$ cat src/rtl/mem_arbiter.sv
// Single-port memory responder: serialises instruction and data requests onto
// one synchronous RAM port, data first, releasing each wait line for one cycle.
module mem_arbiter #(
  parameter int unsigned LAT = 2
) (
  input  logic        CLK,
  input  logic        RST,
  input  logic        iREN,
  input  logic [31:0] iaddr,
  output logic        iwait,
  output logic [31:0] iload,
  input  logic        dREN,
  input  logic        dWEN,
  input  logic [31:0] daddr,
  input  logic [31:0] dstore,
  output logic        dwait,
  output logic [31:0] dload,
  output logic        ramREN,
  output logic        ramWEN,
  output logic [31:0] ramaddr,
  output logic [31:0] ramstore,
  input  logic [31:0] ramload
);

  localparam int unsigned CW = 4;
  localparam int unsigned AW = 30;
  localparam int unsigned DW = 32;
  localparam logic [CW-1:0] LAST = CW'(LAT - 1);

  typedef enum logic [1:0] {IDLE, BUSY, DONE} state_t;

  state_t        state, state_n;
  logic [CW-1:0] count, count_n;
  logic          src_d, src_d_n;
  logic          wr_q, wr_n;
  logic [AW-1:0] addr_q, addr_n;
  logic [DW-1:0] store_q, store_n;

  logic          iwait_n, dwait_n, ramREN_n, ramWEN_n;
  logic [DW-1:0] iload_n, dload_n, ramaddr_n, ramstore_n;
  logic          req_active;

  // Word addresses only; the byte-offset bits are deliberately dropped.
  logic unused_addr_bits;
  assign unused_addr_bits = ^{iaddr[1:0], daddr[1:0]};

  assign req_active = src_d ? (dREN | dWEN) : iREN;

  always_ff @(posedge CLK) begin
    if (RST) begin
      state    <= IDLE;
      count    <= '0;
      src_d    <= 1'b0;
      wr_q     <= 1'b0;
      addr_q   <= '0;
      store_q  <= '0;
      iwait    <= 1'b1;
      dwait    <= 1'b1;
      iload    <= '0;
      dload    <= '0;
      ramREN   <= 1'b0;
      ramWEN   <= 1'b0;
      ramaddr  <= '0;
      ramstore <= '0;
    end else begin
      state    <= state_n;
      count    <= count_n;
      src_d    <= src_d_n;
      wr_q     <= wr_n;
      addr_q   <= addr_n;
      store_q  <= store_n;
      iwait    <= iwait_n;
      dwait    <= dwait_n;
      iload    <= iload_n;
      dload    <= dload_n;
      ramREN   <= ramREN_n;
      ramWEN   <= ramWEN_n;
      ramaddr  <= ramaddr_n;
      ramstore <= ramstore_n;
    end
  end

  // Next state, latched request and next registered outputs.
  always_comb begin
    state_n    = state;
    count_n    = count;
    src_d_n    = src_d;
    wr_n       = wr_q;
    addr_n     = addr_q;
    store_n    = store_q;
    iwait_n    = 1'b1;
    dwait_n    = 1'b1;
    iload_n    = '0;
    dload_n    = '0;
    ramREN_n   = 1'b0;
    ramWEN_n   = 1'b0;
    ramaddr_n  = '0;
    ramstore_n = '0;

    unique case (state)
      IDLE: begin
        if (dWEN | dREN) begin
          state_n = BUSY;
          count_n = '0;
          src_d_n = 1'b1;
          wr_n    = dWEN;
          addr_n  = daddr[31:2];
          store_n = dstore;
        end else if (iREN) begin
          state_n = BUSY;
          count_n = '0;
          src_d_n = 1'b0;
          wr_n    = 1'b0;
          addr_n  = iaddr[31:2];
        end
      end
      BUSY: begin
        // A withdrawn request aborts even on the final access cycle.
        if (!req_active) begin
          state_n = IDLE;
        end else if (count == LAST) begin
          state_n = DONE;
          if (src_d) begin
            dwait_n = 1'b0;
            dload_n = wr_q ? '0 : ramload;
          end else begin
            iwait_n = 1'b0;
            iload_n = ramload;
          end
        end else begin
          count_n = CW'(count + CW'(1));
        end
      end
      DONE: begin
        state_n = IDLE;
      end
      default: begin
        state_n = IDLE;
      end
    endcase

    if (state_n == BUSY) begin
      ramREN_n   = ~wr_n;
      ramWEN_n   = wr_n;
      ramaddr_n  = {addr_n, 2'b00};
      ramstore_n = store_n;
    end
  end

endmodule

$ cat config.mk
export PLATFORM = sky130hd
export DESIGN_NAME = mem_arbiter
export DESIGN_NICKNAME = d
export VERILOG_FILES = /design/src/rtl/mem_arbiter.sv
export SDC_FILE = /design/constraint.sdc
export NUM_CORES = 1
export LEC_CHECK = 0
export ABC_AREA = 1
export BUFFER_PORTS_ARGS = -buffer_cell sky130_fd_sc_hd__buf_2
export CORE_ASPECT_RATIO = 1.4
export CORE_MARGIN = 1
export CORE_UTILIZATION = 50
export CTS_CLUSTER_SIZE = 40
export DETAILED_ROUTE_END_ITERATION = 10
export PLACE_DENSITY = 0.8
export SYNTH_ARGS = -nofsm -noshare
export SYNTH_HDL_FRONTEND = slang
export SYNTH_SLANG_ARGS = --single-unit
$ cat constraint.sdc
create_clock -name CLK -period 4.2 [get_ports CLK]
set_clock_uncertainty 0.2 [all_clocks]
set_input_delay 0.84 -clock CLK [delete_from_list [all_inputs] [get_ports CLK]]
set_output_delay 0.84 -clock CLK [all_outputs]
set_load 0.01 [all_outputs]
==> tab_implementation.tex <==
\begin{tabular}{lr}
\hline
Metric & Value \\
\hline
\multicolumn{2}{l}{\textbf{Cells and area}} \\
Area growth from synthesis to layout & 29.0\% \\
Number of cells in the finished layout apart from fillers & 1091 \\
Antenna cells & 0 \\
Fraction of final layout cells with drive strength greater than 1 & 36.7\% \\
Net count of the finished layout & approximately 1100 \\
Cell area after layout & 8330 um\^{}2 \\
\multicolumn{2}{l}{\textbf{Outcome}} \\
Failing checks & design-rule violations \\
Result of the run & finished, violations left \\
\multicolumn{2}{l}{\textbf{CTS}} \\
Number of post-CTS setup repair buffers & 0 \\
Clock tree from TritonCTS & yes \\
Reg clk slew, reported paths & $\sim$0.070 ns \\
Root cell of the clock tree & sky130\_fd\_sc\_hd\_\_clkbuf\_16 \\
Clock sink count & 200 \\
Clock insertion delay at the later pin of the skew report & 0.42 ns \\
Number of CTS-inserted buffers & 17 \\
Max Buffers Root-to-Sink & 2 \\
CTS Hold Bufs & 0 \\
Cts repair resizes & 0 \\
Count of H-tree levels built during CTS & 4 \\
\multicolumn{2}{l}{\textbf{Setup path}} \\
Sort of element at the start of the critical path & input port \\
Worst Path Required & 4.27 ns \\
Critical-path maximum fanout & 30 \\
Critical path data arrival time & 2.38 ns \\
WS Path Type & in -> reg \\
Critical path capture point type & flop \\
\multicolumn{2}{l}{\textbf{Synthesis}} \\
Syn Area/Cell & 9.48 um\^{}2 \\
Largest family of logic cells by synthesized area & simple AND/OR/NAND/NOR gates \\
Mux share of post-synthesis cell area & under 10\% \\
Seq cells post-synth & 200 \\
Number of warnings issued by yosys & 0 \\
Post-synthesis instance area & 6460 um\^{}2 \\
XOR/XNOR share of the synthesized area & 0\% \\
Portion of the post-synthesis area used by sequential elements & 62.0\% \\
Fraction of the mapped netlist area in compound gates & 3.99\% \\
Synthesized instance count & 681 \\
Unique masters post-synth & 28 \\
Post-Synth Adder-Cell Area & less than 1\% \\
Simple-gate share of the synthesized area & 20.4\% \\
\multicolumn{2}{l}{\textbf{Route}} \\
Total DRC errors in the routed layout & 28 \\
Count of antenna-violating nets left after detailed routing & 0 \\
Average vias per placed instance & roughly 4.7 \\
Routed wire length & 14.3 mm \\
Iter 0 DRT Violations & 138 \\
Drt pass-1 iters & 8 \\
Average wire per standard cell & 13.1 um \\
Vias after detailed routing & 5107 \\
\multicolumn{2}{l}{\textbf{Floorplanning}} \\
Floorplan die width & 98.1 um \\
Die outline height & roughly 140 um \\
Starting density of the core & 52.0\% \\
Placement Rows & 48 \\
Count of pins on the block boundary & $\sim$270 \\
Std-Cell Core Area & 12400 um\^{}2 \\
Area enclosed by the die boundary & 13400 um\^{}2 \\
\multicolumn{2}{l}{\textbf{GRT}} \\
Global-route congestion overflow total & 0 \\
Global Route Usage Sum & 21.4\% \\
Maximum number of pins on one net before global-route repair & 68 \\
Wire length of the first global-routing pass & approximately 22 mm \\
Via count of the first global-routing pass & 4909 \\
Antenna violations before repair & 0 \\
\multicolumn{2}{l}{\textbf{Pwr}} \\
Peak supply drop & $\sim$0.00028 V \\
Power Density & 515 nW/um\^{}2 \\
Leakage power figure & approximately 0.0044 uW \\
\multicolumn{2}{l}{\textbf{Placed design}} \\
Post-DP Area & 7730 um\^{}2 \\
Routability congestion estimate from global placement & between 0.7 and 0.8 \\
Half-perimeter wire length after detailed placement & 9.96 mm \\
Cells after DPL & 1060 \\
PortBufs & 258 \\
\multicolumn{2}{l}{\textbf{Job}} \\
Maximum Capacitance Violations & 0 \\
\multicolumn{2}{l}{\textbf{STA}} \\
Portion of the clock cycle consumed by the worst path in the final layout & 55.0\% \\
Fin. Hold Viols & 0 \\
Final Hold Slack & 0.275 ns \\
Setup\_tns & 0 ns \\
Fin. max-slew vios & 0 \\
RSZ-0062 raised after global routing & false \\
Achievable Freq & 0.433 GHz \\
Slew @ Worst Pin & 1.11 ns \\
Setup-failing EPs final & 0 \\
Slew Limit Headroom & 25.8\% \\
Shortest clock period the worst path allows after layout & 2.31 ns \\
\multicolumn{2}{l}{\textbf{Worst hold path}} \\
Type of the worst min-delay path & reg -> reg \\
\hline
\end{tabular}
power by group:
| part | switching [uW] | internal, uW |
|---|---|---|
| registers | 46.4 | 2060 |
| logic | 343 | 234 |
| clock network | 750 | 864 |
logic make-up (layout without fill, tap and decap cells):
kind of cell	count (synthesis)	after routing
mux	32	32
other cells	1	2
buf+inv	112	371
flops	200	200
simple gates	298	298
compound gates	36	36
fa+ha+maj	2	2
stage by stage:
step | power, uW | setup WS [ns] | utilization, %
floorplan | 2520 | 2.26 | -
global placement | 2710 | 1.46 | 62.2
detailed placement | 2730 | 1.44 | 62.2
CTS | 4340 | 1.86 | 67.0
global route | 4480 | 1.72 | 67.0
finish | 4290 | 1.89 | 67.0
metal layers:
metal / global-route usage, % / vias up / part of all wire [%]
met5: 0 / - / 0
met4: 8.59 / 0 / 1.2
met3: 6.58 / 12 / 8.0
met2: 40.3 / 190 / 53
met1: 21.8 / 2343 / 38
li1: - / 2562 / -
cell usage in the layout (no fill, tap or decap), types with 3 or more instances in the layout:
| cell | count |
|---|---|
| sky130_fd_sc_hd__buf_2 | 258 |
| sky130_fd_sc_hd__dfxtp_1 | 200 |
| sky130_fd_sc_hd__nor2_1 | 175 |
| sky130_fd_sc_hd__inv_1 | 77 |
| sky130_fd_sc_hd__nand2_1 | 55 |
| sky130_fd_sc_hd__mux2i_1 | 32 |
| sky130_fd_sc_hd__o211ai_1 | 30 |
| sky130_fd_sc_hd__nor2_2 | 24 |
| sky130_fd_sc_hd__or2_2 | 20 |
| sky130_fd_sc_hd__clkbuf_16 | 17 |
| sky130_fd_sc_hd__or2_1 | 10 |
| sky130_fd_sc_hd__inv_6 | 6 |
| sky130_fd_sc_hd__nand3_1 | 5 |
| sky130_fd_sc_hd__a21oi_1 | 3 |
| sky130_fd_sc_hd__clkinv_8 | 3 |
| sky130_fd_sc_hd__buf_4 | 3 |
Yosys cell counts:
library cell               number  share of area, %
sky130_fd_sc_hd__dfxtp_1      200                62
sky130_fd_sc_hd__nor2_1       176                10
sky130_fd_sc_hd__inv_1         77               4.5
sky130_fd_sc_hd__nand2_1       55               3.2
sky130_fd_sc_hd__mux2i_1       32               5.0
sky130_fd_sc_hd__o211ai_1      30               3.5
sky130_fd_sc_hd__nor2_2        23               2.2
sky130_fd_sc_hd__or2_2         20               1.9
sky130_fd_sc_hd__buf_6         12               2.1
sky130_fd_sc_hd__buf_2         10              0.77
sky130_fd_sc_hd__or2_1         10              0.97
sky130_fd_sc_hd__clkbuf_1       9              0.52
sky130_fd_sc_hd__nand3_1        5              0.39
sky130_fd_sc_hd__a21oi_1        3              0.23
sky130_fd_sc_hd__buf_4          2              0.23
sky130_fd_sc_hd__ha_1           2              0.39
sky130_fd_sc_hd__inv_2          2              0.12
sky130_fd_sc_hd__nand2_2        2              0.19
sky130_fd_sc_hd__o21ai_0        2              0.15
sky130_fd_sc_hd__a22oi_1        1              0.12
sky130_fd_sc_hd__and2_1         1             0.097
sky130_fd_sc_hd__conb_1         1             0.058
sky130_fd_sc_hd__nand2_4        1              0.17
sky130_fd_sc_hd__nand3_2        1              0.15
sky130_fd_sc_hd__nand3_4        1              0.27
sky130_fd_sc_hd__nand3b_1       1              0.12
sky130_fd_sc_hd__nand4_2        1              0.19
sky130_fd_sc_hd__nor3_4         1              0.25
sequential cells by signal, indices dropped and copies added (netlist names), 2 cells and up:
name,count
addr_q,30
count,4
dload,32
iload,32
ramaddr,30
ramstore,32
state,2
store_q,32
final cells by class:
type	instances	area, um^2
Timing Repair Buffer	261	1310
Clock buffer	18	439
Sequential cell	200	4000
Clock inverter	13	160
Inverter	79	297
Multi-Input combinational cell	370	1930
Fill cell	1038	4100
Tap cell	150	188
worst max-delay path, stage by stage:
cell and delay (ns):
sky130_fd_sc_hd__buf_2 0.12, sky130_fd_sc_hd__inv_1 0.05, sky130_fd_sc_hd__nand2_1 0.08, sky130_fd_sc_hd__nand2_2 0.07
sky130_fd_sc_hd__nand2_1 0.61, sky130_fd_sc_hd__o211ai_1 0.53, sky130_fd_sc_hd__nor2_1 0.08
final timing paths:
kind	slack (ns)	end	start	cells after the start
max	1.89	addr_q[1]	dWEN	7
min	0.28	dwait	src_d	1
max reg2reg	1.96	ramREN	count[1]	8
min reg2reg	0.28	dwait	src_d	1
(Power assumes the default switching activity.)
